[src/rtl/jtag_uart_avalon_responder.sv]
// Avalon-MM slave modelling the JTAG UART DATA/CONTROL register pair,
// with an RX FIFO filled from the host stream and a TX FIFO drained by it.
module jtag_uart_avalon_responder #(
    parameter int RX_DEPTH    = 16,
    parameter int TX_DEPTH    = 16,
    parameter int WAIT_CYCLES = 1
) (
    input  logic        clk,
    input  logic        reset,
    input  logic        av_chipselect,
    input  logic        av_address,
    input  logic        av_read_n,
    input  logic        av_write_n,
    input  logic [31:0] av_writedata,
    output logic [31:0] av_readdata,
    output logic        av_waitrequest,
    output logic        irq,
    input  logic        host_rx_valid,
    input  logic [7:0]  host_rx_data,
    output logic        host_rx_ready,
    output logic        host_tx_valid,
    output logic [7:0]  host_tx_data,
    input  logic        host_tx_ready
);
    localparam int RX_AW = $clog2(RX_DEPTH);
    localparam int RX_CW = RX_AW + 1;
    localparam int TX_AW = $clog2(TX_DEPTH);
    localparam int TX_CW = TX_AW + 1;
    localparam logic [RX_CW-1:0] RX_FULL = RX_CW'(RX_DEPTH);
    localparam logic [TX_CW-1:0] TX_FULL = TX_CW'(TX_DEPTH);

    localparam logic [1:0] S_IDLE = 2'd0;
    localparam logic [1:0] S_WAIT = 2'd1;
    localparam logic [1:0] S_ACK  = 2'd2;

    logic [1:0]       r_state;
    logic [3:0]       r_wcnt;
    logic             r_re, r_we, r_ac;
    logic [7:0]       r_rx_mem [RX_DEPTH];
    logic [RX_AW-1:0] r_rx_wr, r_rx_rd;
    logic [RX_CW-1:0] r_rx_count;
    logic [7:0]       r_tx_mem [TX_DEPTH];
    logic [TX_AW-1:0] r_tx_wr, r_tx_rd;
    logic [TX_CW-1:0] r_tx_count;

    logic             w_acc, w_rd, w_wr, w_commit, w_ctl_wr;
    logic             w_rx_push, w_rx_pop, w_tx_push, w_tx_pop;
    logic             w_ri, w_wi;
    logic [TX_CW-1:0] w_wspace;
    logic [RX_CW-1:0] w_ravail;
    logic             w_unused;

    // Both strobes low is treated as a read.
    assign w_acc    = av_chipselect & (~av_read_n | ~av_write_n);
    assign w_rd     = ~av_read_n;
    assign w_wr     = av_read_n & ~av_write_n;
    assign w_commit = (r_state == S_ACK) & w_acc;
    assign w_ctl_wr = w_commit & w_wr & av_address;
    assign w_unused = ^{av_writedata[31:11], av_writedata[9:8]};

    assign av_waitrequest = w_acc & (r_state != S_ACK);

    always_ff @(posedge clk or posedge reset) begin
        if (reset) begin
            r_state <= S_IDLE;
            r_wcnt  <= '0;
        end else begin
            case (r_state)
                S_IDLE: if (w_acc) begin
                    r_state <= S_WAIT;
                    r_wcnt  <= 4'(WAIT_CYCLES - 1);
                end
                S_WAIT: begin
                    if (!w_acc)
                        r_state <= S_IDLE;
                    else if (r_wcnt == 4'd0)
                        r_state <= S_ACK;
                    else
                        r_wcnt <= r_wcnt - 4'd1;
                end
                default: r_state <= S_IDLE;
            endcase
        end
    end

    assign host_rx_ready = (r_rx_count != RX_FULL);
    assign w_rx_push     = host_rx_valid & host_rx_ready;
    assign w_rx_pop      = w_commit & w_rd & ~av_address & (r_rx_count != '0);

    always_ff @(posedge clk) begin
        if (w_rx_push)
            r_rx_mem[r_rx_wr] <= host_rx_data;
    end

    always_ff @(posedge clk or posedge reset) begin
        if (reset) begin
            r_rx_wr    <= '0;
            r_rx_rd    <= '0;
            r_rx_count <= '0;
        end else begin
            if (w_rx_push)
                r_rx_wr <= r_rx_wr + RX_AW'(1);
            if (w_rx_pop)
                r_rx_rd <= r_rx_rd + RX_AW'(1);
            case ({w_rx_push, w_rx_pop})
                2'b10:   r_rx_count <= r_rx_count + RX_CW'(1);
                2'b01:   r_rx_count <= r_rx_count - RX_CW'(1);
                default: r_rx_count <= r_rx_count;
            endcase
        end
    end

    assign host_tx_valid = (r_tx_count != '0);
    assign host_tx_data  = host_tx_valid ? r_tx_mem[r_tx_rd] : 8'h00;
    assign w_tx_pop      = host_tx_valid & host_tx_ready;
    // A DATA write into a full TX FIFO is silently dropped.
    assign w_tx_push     = w_commit & w_wr & ~av_address & (r_tx_count != TX_FULL);

    always_ff @(posedge clk) begin
        if (w_tx_push)
            r_tx_mem[r_tx_wr] <= av_writedata[7:0];
    end

    always_ff @(posedge clk or posedge reset) begin
        if (reset) begin
            r_tx_wr    <= '0;
            r_tx_rd    <= '0;
            r_tx_count <= '0;
        end else begin
            if (w_tx_push)
                r_tx_wr <= r_tx_wr + TX_AW'(1);
            if (w_tx_pop)
                r_tx_rd <= r_tx_rd + TX_AW'(1);
            case ({w_tx_push, w_tx_pop})
                2'b10:   r_tx_count <= r_tx_count + TX_CW'(1);
                2'b01:   r_tx_count <= r_tx_count - TX_CW'(1);
                default: r_tx_count <= r_tx_count;
            endcase
        end
    end

    always_ff @(posedge clk or posedge reset) begin
        if (reset) begin
            r_re <= 1'b0;
            r_we <= 1'b0;
            r_ac <= 1'b0;
        end else begin
            if (w_ctl_wr) begin
                r_re <= av_writedata[0];
                r_we <= av_writedata[1];
            end
            // A host pop in the same cycle as an AC clear keeps AC set.
            if (w_tx_pop)
                r_ac <= 1'b1;
            else if (w_ctl_wr && av_writedata[10])
                r_ac <= 1'b0;
        end
    end

    assign w_wspace = TX_FULL - r_tx_count;
    assign w_ravail = r_rx_count - RX_CW'(1);
    assign w_ri     = r_re & (r_rx_count != '0);
    assign w_wi     = r_we & (w_wspace != '0);
    assign irq      = w_ri | w_wi;

    always_comb begin
        av_readdata = '0;
        if (r_state == S_ACK) begin
            if (av_address)
                av_readdata = {16'(w_wspace), 5'b0, r_ac, w_wi, w_ri, 6'b0, r_we, r_re};
            else if (r_rx_count != '0)
                av_readdata = {16'(w_ravail), 1'b1, 7'b0, r_rx_mem[r_rx_rd]};
        end
    end
endmodule

[config.mk]
export PLATFORM = sky130hd
export DESIGN_NAME = jtag_uart_avalon_responder
export DESIGN_NICKNAME = d
export VERILOG_FILES = /design/src/rtl/jtag_uart_avalon_responder.sv
export SDC_FILE = /design/constraint.sdc
export NUM_CORES = 1
export LEC_CHECK = 0
export BUFFER_PORTS_ARGS = -buffer_cell sky130_fd_sc_hd__buf_2
export CORE_AREA = 2 2 140 170
export DETAILED_ROUTE_END_ITERATION = 10
export DIE_AREA = 0 0 142 172
export PLACE_DENSITY = 0.74
export SETUP_SLACK_MARGIN = 0.02
export SLEW_MARGIN = 20
export SYNTH_ARGS = -nofsm -noshare
export SYNTH_HDL_FRONTEND = slang
export SYNTH_SLANG_ARGS = --single-unit
[constraint.sdc]
create_clock -name clk -period 4.01 [get_ports clk]
set_input_delay 1.203 -clock clk [delete_from_list [all_inputs] [get_ports clk]]
set_output_delay 1.203 -clock clk [all_outputs]
set_load 0.005 [all_outputs]
# [Word level (Yosys, flattened, before mapping)]
# Memory sizes are Yosys's and may differ from the RTL's.
# Index checks and enable logic that the tools add are counted.
[totals] ramBits=256 output_inout_bits=44 memories=2 romBits=0 word_cells=88 in_bits=48 latch_bits=0 register_bits=35
[memory_table] name="r_rx_mem" words=16 word_bits=8 rd=1 rd_clocked_by_memory_dff=0 wr=1 line="39" rtl="logic [7:0] r_rx_mem [RX_DEPTH];"
[memory_table] name="r_tx_mem" words=16 word_bits=8 rd=1 rd_clocked_by_memory_dff=0 wr=1 line="42" rtl="logic [7:0] r_tx_mem [TX_DEPTH];"
[classes] n_addsub=10 n_mul=0 div_mod_pow=0 mux=20 shift=0 n_eq_ne=13 bitwise=20 magnitude_cmp=0 n_reduce_logical=12
[ops] operator="2-to-1 mux 21 bit" n=3
[ops] operator="case mux 5 bit (2 select lines)" n=2
[ops] operator="adder 4 x 1 -> 4 bit (second input constant)" n=4
[ops] operator="bitwise AND 1 bit" n=15
[ops] operator="nonzero test 5 bit" n=3
[ops] operator="2-to-1 mux 4 bit" n=3
[ops] operator="adder 5 x 1 -> 5 bit (second input constant)" n=2
[ops] operator="!= test 5 bit (second input constant)" n=2
[ops] operator="subtractor 5 x 1 -> 5 bit (second input constant)" n=2
[ops] operator="2-to-1 mux 8 bit" n=1
[ops] operator="!= test 2 bit (second input constant)" n=4
[ops] operator="case mux 4 bit (2 select lines)" n=1
[ops] operator="nonzero test 2 bit" n=4
[ops] operator="equality test 2 x 1 -> 1 bit (second input constant)" n=3
[ops] operator="equality test 2 bit (second input constant)" n=3
[ops] operator="2-to-1 mux 1 bit" n=6
[ops] operator="2-to-1 mux 2 bit" n=3
[ops] operator="subtractor 5 bit (first input constant)" n=1
[ops] operator="zero test 4 bit" n=1
[ops] operator="case mux 2 bit (2 select lines)" n=1
[ops] operator="AND reduction 4 bit" n=1
[ops] operator="subtractor 4 x 1 -> 4 bit (second input constant)" n=1
[ops] operator="!= test 3 bit (second input constant)" n=1
[ops] operator="NOT 1 bit" n=3
[ops] operator="4 further kinds" n=5

# [Longest topological paths before layout]
# Gate-level depths: netlist of run 1.
[depth] ltp_word=9 ltp_mapped=15 ltp_nobuf=13

# [Least setup slack after synthesis of run 1]
# OpenSTA, ideal clock, no wires.
[synth_path] path_kind="input to output" start="input av_address" end="output av_readdata[2]" required_time_ns=2.807 arrival_ns=2.234 slack_ns=0.573 stages=5 path_cell_list="buf_2 > or3_1 > inv_2 > nand2b_1 > o22ai_1"
[synth_between] elab_chain_cells=2
[synth_rtl] item="start, declared" line="11" rtl="input logic av_address,"
[synth_rtl] item="2-to-1 mux 21 bit" line="169" rtl="if (av_address)"
[synth_rtl] item="2-to-1 mux 21 bit" line="168" rtl="if (r_state == S_ACK) begin"
[synth_rtl] item="end, declared" line="15" rtl="output logic [31:0] av_readdata,"
# No other way between the ends.

# [Worst setup path in the final report of run 1]
[layout_path] start="register r_rx_count[0]" end="output av_readdata[5]"
[layout_between] elab_chain_cells=4
[layout_rtl] item="start, declared" line="41" rtl="logic [RX_CW-1:0] r_rx_count;"
[layout_rtl] item="start signal, assigned" line="106" rtl="2'b10: r_rx_count <= r_rx_count + RX_CW'(1);"
[layout_rtl] item="start signal, assigned" line="107" rtl="2'b01: r_rx_count <= r_rx_count - RX_CW'(1);"
[layout_rtl] item="start signal, assigned" line="108" rtl="default: r_rx_count <= r_rx_count;"
[layout_rtl] item="nonzero test 5 bit" line="171" rtl="else if (r_rx_count != '0)"
[layout_rtl] item="2-to-1 mux 21 bit" line="171"
[layout_rtl] item="2-to-1 mux 21 bit" line="169"
[layout_rtl] item="2-to-1 mux 21 bit" line="168"
# No other way between the ends.

==> results.md, run 1 <==
* Synth async-reset ratio at 0.120
* Detail Route Antenna Nets at 0
* Area growth syn-to-layout at 13.0%
* Fin crit period at ~3900 ps
* Final HPWL DP at ~16 mm
* Post-Syn Instances at ~730
* Cells after DPL at 1061
* Via count at 6540
* Layout cells sized above 1 at 0.248
* Share of the synthesized area in the top cell type at 0.622
* Multi-input gate area at around 0.0035 mm^2
* Synth cell types at a little under 60
* Seq/Total Area, Yosys at 0.693
* Flops & latches, synth at a little under 300
* Antenna violations before repair at 0
* Vias per cell at slightly below 6
* Final core occ at 0.612
* Die Wd at 142 um
* Largest net degree at the start of global routing at 31
* Crit share post-route at 0.965
* CP peak stage delay at roughly 430 ps
* TritonCTS clock tree: built
* Post-synth EDFFs at between 200 and 300
* CTS Buf Count at 28
* Clock-pin slew on the worst setup and hold paths at roughly 60 ps
* Endpoints failing setup at 0
* Number of global-route vias before repair at a little under 7000
* CTS Sinks at just under 300
* Full die area at around 0.024 mm^2
* RSZ-0062 raised after global routing: no
* Mean post-synth cell area at 16.8 um^2
* First-pass GRT wire length at ~37 mm
* VDD IR max at 0.000392 V
* Biggest area consumer among synthesized cells: edfxtp_1
* Final worst setup slack at approximately 140 ps
* P_leak at 4.94 nW
* PD cells at 626 mW/mm^2
* Status: finished clean
* Worst path required time at between 2000 and 3000 ps
* Final Max Slew Viols at 0
* Worst min path class: register to register
* # diodes at 0
* Finished Layout Cells at roughly 1100
* Core Region at roughly 0.023 mm^2
* Worst-path cell chain: inv_1 -> ha_1 -> nor4b_1 -> or3_1 -> inv_2 -> nand2b_1 -> o22ai_2 -> buf_2
* FILL cells at between 1500 and 2000
* Grt ovf at 0
* H-tree depth at 1
* Drt drc at 0
* Total GRT Usage at 0.200
* Total Routed Length at about 24 mm
* # nets final at between 800 and 900
* Slowest cell on the critical path: dfrtp_2
* Final TNS setup at 0 ps
* Die height at around 170 um
* First-pass iteration count of the detailed router at 5
* Clock skew at 12.8 ps
* CP Launch Type: register
* Root buffer cell: clkbuf_16
* Max_cap viols at 0
* Sequential Area at 0.00857 mm^2
* Row Count at between 60 and 70
* Worst slew pin tran at roughly 940 ps
* Worst EP arrival at around 2700 ps
* Synthesis Warnings at 0
* Total Power at slightly below 9 mW
* CP Max Fanout at 7
* Clock latency on the worst-skew pair at roughly 530 ps
* Ports at just over 90
* Critical path type: register to output port
* IO buf count at 53
* WP buf/inv at 3
* WL/cell at approximately 22 um
* Crit path max-delay family: simple AND/OR/NAND/NOR gates
* Max_slew headroom at 0.370
* Initial DRC Count at between 400 and 500
* Commonest register cell after synthesis: edfxtp_1
* Clk buf depth at 3
* Post-place setup slack at about 190 ps
* Synth Cell Area at about 0.012 mm^2
* Starting Density at 0.541
* Worst Setup End Kind: output port
* Top post-synthesis cells by area: edfxtp_1, mux4_2, dfrtp_1, mux2i_1, ha_1
* Gpl congestion at 0.801
* Hold Vio Cnt, Final at 0
* Highest clock rate at about 260 MHz
==> synth_stat cells (6+ instances only) <==
cell type / count
edfxtp_1: 256
mux4_2: 49
mux2i_1: 46
nor2_1: 40
dfrtp_1: 35
nand2_1: 26
o21ai_0: 24
buf_4: 21
ha_1: 21
inv_1: 20
nor3_1: 16
xnor2_1: 16
clkbuf_1: 13
buf_2: 12
o22ai_1: 12
a21oi_1: 11
xor2_1: 11
nand2b_1: 9
mux2_2: 8
nand3b_1: 8
nor2b_1: 8
nand3_1: 7
nand4_1: 6
==> cells in the final DEF, fill, tap and decap left out, types with 4 or more instances in the layout <==
master / instances
a22o_1: 4
nand4_1: 6
nand3b_1: 8
mux4_2: 49
clkbuf_1: 7
inv_1: 20
conb_1: 15
nor2_1: 40
o21ai_0: 24
buf_2: 53
bufinv_16: 4
clkbuf_16: 29
nand2_1: 26
a21oi_1: 11
a211oi_1: 4
nand2b_1: 8
edfxtp_1: 256
dfrtp_2: 4
nor2b_1: 8
nor3_1: 16
ha_1: 20
clkinv_2: 5
xnor2_1: 16
nand3_1: 7
mux2_2: 8
and3_1: 4
o22ai_1: 10
clkinv_1: 4
dfrtp_1: 30
xor2_1: 11
mux2i_1: 46
buf_4: 31
==> final timing paths <==
| path | cells after the start | slack [ps] | start | to |
|---|---|---|---|---|
| worst max-delay path | 8 | 140 | r_rx_count[0] | av_readdata[5] |
| worst min-delay path | 1 | 500 | r_ac | r_ac |
| worst max register to register | 15 | 780 | r_tx_count[0] | r_tx_count[4] |
| worst min register to register | 1 | 500 | r_ac | r_ac |
| max in group asynchronous | 3 | 2460 | reset | r_rx_count[0] |
| min in group asynchronous | 2 | 810 | reset | r_tx_rd[0] |
==> cells by family (layout without fill, tap and decap cells) <==
family	Yosys count	count (layout)	synth area share
flops	291	291	0.693
simple gates	141	141	0.0607
mux	104	104	0.135
xor+xnor	27	27	0.0191
other cells	1	15	0.000304
fa+ha+maj	21	21	0.0213
compound gates	73	73	0.0383
buf+inv	75	160	0.0317
==> repair_timing <==
action | CTS | global route
setup buffers | 0 | 2
resized for setup | 3 | 8
hold buffers | 0 | 0
endpoints found under the setup margin | 3 | 10
pin swaps | 0 | 2
==> stage by stage <==
step | area [um^2] | hold WS, ps
final | 14000 | 498
after global routing | 14000 | 527
after CTS | 13900 | 502
after detailed placement | 13000 | 482
after global placement | 13000 | 460
after floorplan | 12400 | 442
==> state kept, by name, indices dropped and copies added (netlist names) <==
| signal | cells |
|---|---|
| r_rx_count | 5 |
| r_tx_count | 5 |
| r_re | 1 |
| r_state | 2 |
| r_tx_wr | 4 |
| r_we | 1 |
| r_rx_mem | 128 |
| r_rx_wr | 4 |
| r_wcnt | 4 |
| r_tx_rd | 4 |
| r_tx_mem | 128 |
| r_rx_rd | 4 |
| r_ac | 1 |
==> cell type report <==
cell class	instances	share of cell area
clock buffers	36	0.0539
clock inverters	16	0.0132
inverters	22	0.00592
multi-input cells	381	0.249
flip-flops and latches	291	0.614
well taps	283	0.0254
repair buffers	86	0.0385
==> layer usage <==
metal | part of all wire | global-route usage | routed length (um)
met5 | 0 | 0 | 0
met4 | 0.023 | 0.0609 | 553
met3 | 0.042 | 0.0299 | 1010
met2 | 0.54 | 0.369 | 13100
met1 | 0.40 | 0.242 | 9560
==> report_power, final <==
part | total, mW | switching (mW) | leakage, nW | internal, mW
combinational | 2.15 | 1.08 | 1.76 | 1.07
clock | 2.65 | 1.07 | 0.453 | 1.58
sequential | 3.94 | 0.361 | 2.73 | 3.58
total | 8.74 | 2.51 | 4.94 | 6.23
No activity file was read; power rests on OpenSTA's default activity.
==> run 2, diff against run 1 <==
- ABC_AREA: default -> 1
- CORE_AREA: 2 2 140 170 -> 2 2 144 174
- DIE_AREA: 0 0 142 172 -> 0 0 146 176
==> run 2 against run 1 <==
  * Sequential power decreased by 2%
  * Via count increased by 32%
  * Total power increased by 5.2%
  * Synthesized area increased by 5.5%
==> results.md, run 2 <==
* Met3 WL post-DR at between 1.5 and 2 mm
* Top cell by count, worst path: nand2_1
* Starting Density at 0.545
* Most numerous cell in the Yosys netlist: nand2_1
* Share of the synthesized area in the top cell type at 0.590
* Most instantiated cells after synthesis: nand2_1, edfxtp_1, nand3_1
* Highest clock rate at 272 MHz
* Final Max Slew Viols at 0
* Post-CTS Setup Repair Bufs at 0
* Fin crit period at about 3700 ps
* Worst path required time at around 2800 ps
* # diodes at 0
* Largest net degree at the start of global routing at just over 70
* Via count at between 8000 and 9000
* Worst min path class: register to register
* Mean post-synth cell area at slightly above 10 um^2
* Synthesis Warnings at 0
* Post-synth EDFFs at between 200 and 300
* First-pass GRT wire length at 42.7 mm
* H-tree depth at 1
* Die Wd at roughly 150 um
* Hold Vio Cnt, Final at 0
* First-pass iteration count of the detailed router at 5
* Critical path type: register to output port
* CP peak stage delay at 570 ps
* Post-place setup slack at 578 ps
* Max_slew headroom at 0.429
* Total GRT Usage at 0.211
* Synth Cell Area at approximately 0.013 mm^2
* Endpoints failing setup at 0
* WP buf/inv at 2
* VDD IR max at ~0.00043 V
* Initial DRC Count at 624
* Full die area at 0.0257 mm^2
* WL met1 at ~11 mm
* RSZ-0062 raised after global routing: no
* Worst-path cell chain: buf_4 -> nor2_1 -> nor2_1 -> o21ai_0 -> nand3_1 -> nand2_1 -> nand2_1 -> nand2_1 -> nand2_1 -> buf_2
* Row Count at a little over 60
* Gpl congestion at roughly 0.84
* PD cells at between 600 and 700 mW/mm^2
* Die height at 176 um
* Drt drc at 0
* Post-Syn Instances at approximately 1300
* Clock latency on the worst-skew pair at 550 ps
* Final HPWL DP at roughly 17 mm
* Most frequent cells in the layout: nand2_1, edfxtp_1, nand3_1
* Final worst setup slack at 339 ps
* CP Max Fanout at 71
* Area growth syn-to-layout at 11.2%
* Root buffer cell: clkbuf_16
* Grt ovf at 0
* Vias per cell at ~5.2
* Cells after DPL at between 1500 and 2000
* Crit path max-delay family: simple AND/OR/NAND/NOR gates
* Worst Setup End Kind: output port
* Synth cell types at 33
* CP Launch Type: register
* Status: finished clean
* Top post-synthesis cells by area: edfxtp_1, nand2_1, dfrtp_1, nand3_1, inv_1
* Final TNS setup at 0 ps
* Post-DP Area at approximately 0.014 mm^2
* CTS Buf Count at 28
* Met2 routed wirelength at 13.7 mm
* Max_cap viols at 0
* Worst EP arrival at 2470 ps
* Worst slew pin tran at 854 ps
* Finished Layout Cells at 1658
* WL/cell at 16.3 um
* Antenna violations before repair at 0
* Ports at slightly above 90
* Detail Route Antenna Nets at 0
* Biggest area consumer among synthesized cells: edfxtp_1
* Total Routed Length at 27.0 mm
* Core Region at ~0.024 mm^2
* Post_cts resized at 0
* # nets final at about 1400
* Synth async-reset ratio at 0.120
* Most common cell after layout, fill and taps aside: nand2_1
* Seq/Total Area, Yosys at 0.658
* CTS Sinks at 291
* IO buf count at 53
* Crit share post-route at 0.915
* Clock-pin slew on the worst setup and hold paths at around 60 ps
* TritonCTS clock tree: built
* P_leak at between 5 and 6 nW
* Final core occ at 0.606
* Top Metal Used: met4
* Clock skew at between 10 and 15 ps
* Finished layout cell area at between 0.01 and 0.015 mm^2
* Hold-fix buffers, CTS at 0
* Slowest cell on the critical path: buf_4
* Number of global-route vias before repair at between 8000 and 9000
* Clk buf depth at 3
* Layout cells sized above 1 at 0.110
* Flops & latches, synth at 291
* Largest registers: r_rx_mem x128, r_tx_mem x128
* Commonest register cell after synthesis: edfxtp_1
==> run 2: path summary, 6_finish.rpt <==
| kind | end | slack (ps) | cells after the start | from |
|---|---|---|---|---|
| max in group asynchronous | r_tx_rd[0] | 2590 | 3 | reset |
| hold reg to reg | r_wcnt[0] | 500 | 1 | r_wcnt[0] |
| min in group asynchronous | r_wcnt[3] | 690 | 2 | reset |
| setup reg to reg | r_tx_count[4] | 910 | 22 | r_tx_count[0] |
| hold / removal | r_wcnt[0] | 500 | 1 | r_wcnt[0] |
| setup / recovery | av_readdata[0] | 340 | 10 | r_rx_rd[0] |
==> run 2: worst register-to-register path, stage by stage, from the launching register on <==
cell	delay, ps
dfrtp_1	440
inv_1	100
ha_1	140
inv_1	40
nor2_1	120
inv_1	70
nor2_1	130
ha_1	450
inv_1	100
nand2_1	140
inv_1	140
ha_1	290
inv_1	100
nand2_1	50
nand2_1	80
ha_1	140
inv_1	40
nand2_1	90
nand3_1	100
nand3_1	90
nand2_1	50
nand2_1	50
nand2_1	50
==> run 2: report_power, final <==
| part | total [mW] | internal (mW) | switching, mW |
|---|---|---|---|
| clock network | 2.61 | 1.52 | 1.09 |
| logic | 2.72 | 0.888 | 1.83 |
| registers | 3.86 | 3.58 | 0.282 |
| total | 9.19 | 5.99 | 3.20 |
==> run 2: final cells by class <==
cell class	instances	area, um^2
Clock buffer	37	754
Clock inverter	15	170
Fill cell	1875	9410
Inverter	144	541
Multi-Input combinational cell	776	3600
Sequential cell	291	8570
Tap cell	320	400
Timing Repair Buffer	75	443
==> run 2: cells by family after synthesis <==
logic type	after synthesis	share of synthesized area
AND/OR/NAND/NOR	640	0.206
flip-flops	291	0.658
buffers and inverters	208	0.0697
AO/OA/AOI/OAI	80	0.0329
adder cells (fa/ha/maj)	21	0.0202
XOR/XNOR	20	0.0135
other	1	0.000288
==> run 2: through the flow <==
stage / hold slack, ps / power [mW]
detailed placement: 481 / 6.62
finish: 500 / 9.19
floorplan: 455 / 5.82
global route: 511 / 9.74
global placement: 468 / 6.55
CTS: 498 / 9.23
==> run 2: per-layer routing <==
| layer | GRT usage | vias to the layer above |
|---|---|---|
| li1 | - | 4237 |
| met3 | 0.0297 | 54 |
| met2 | 0.377 | 274 |
| met5 | 0 | - |
| met4 | 0.0785 | 0 |
| met1 | 0.262 | 4041 |
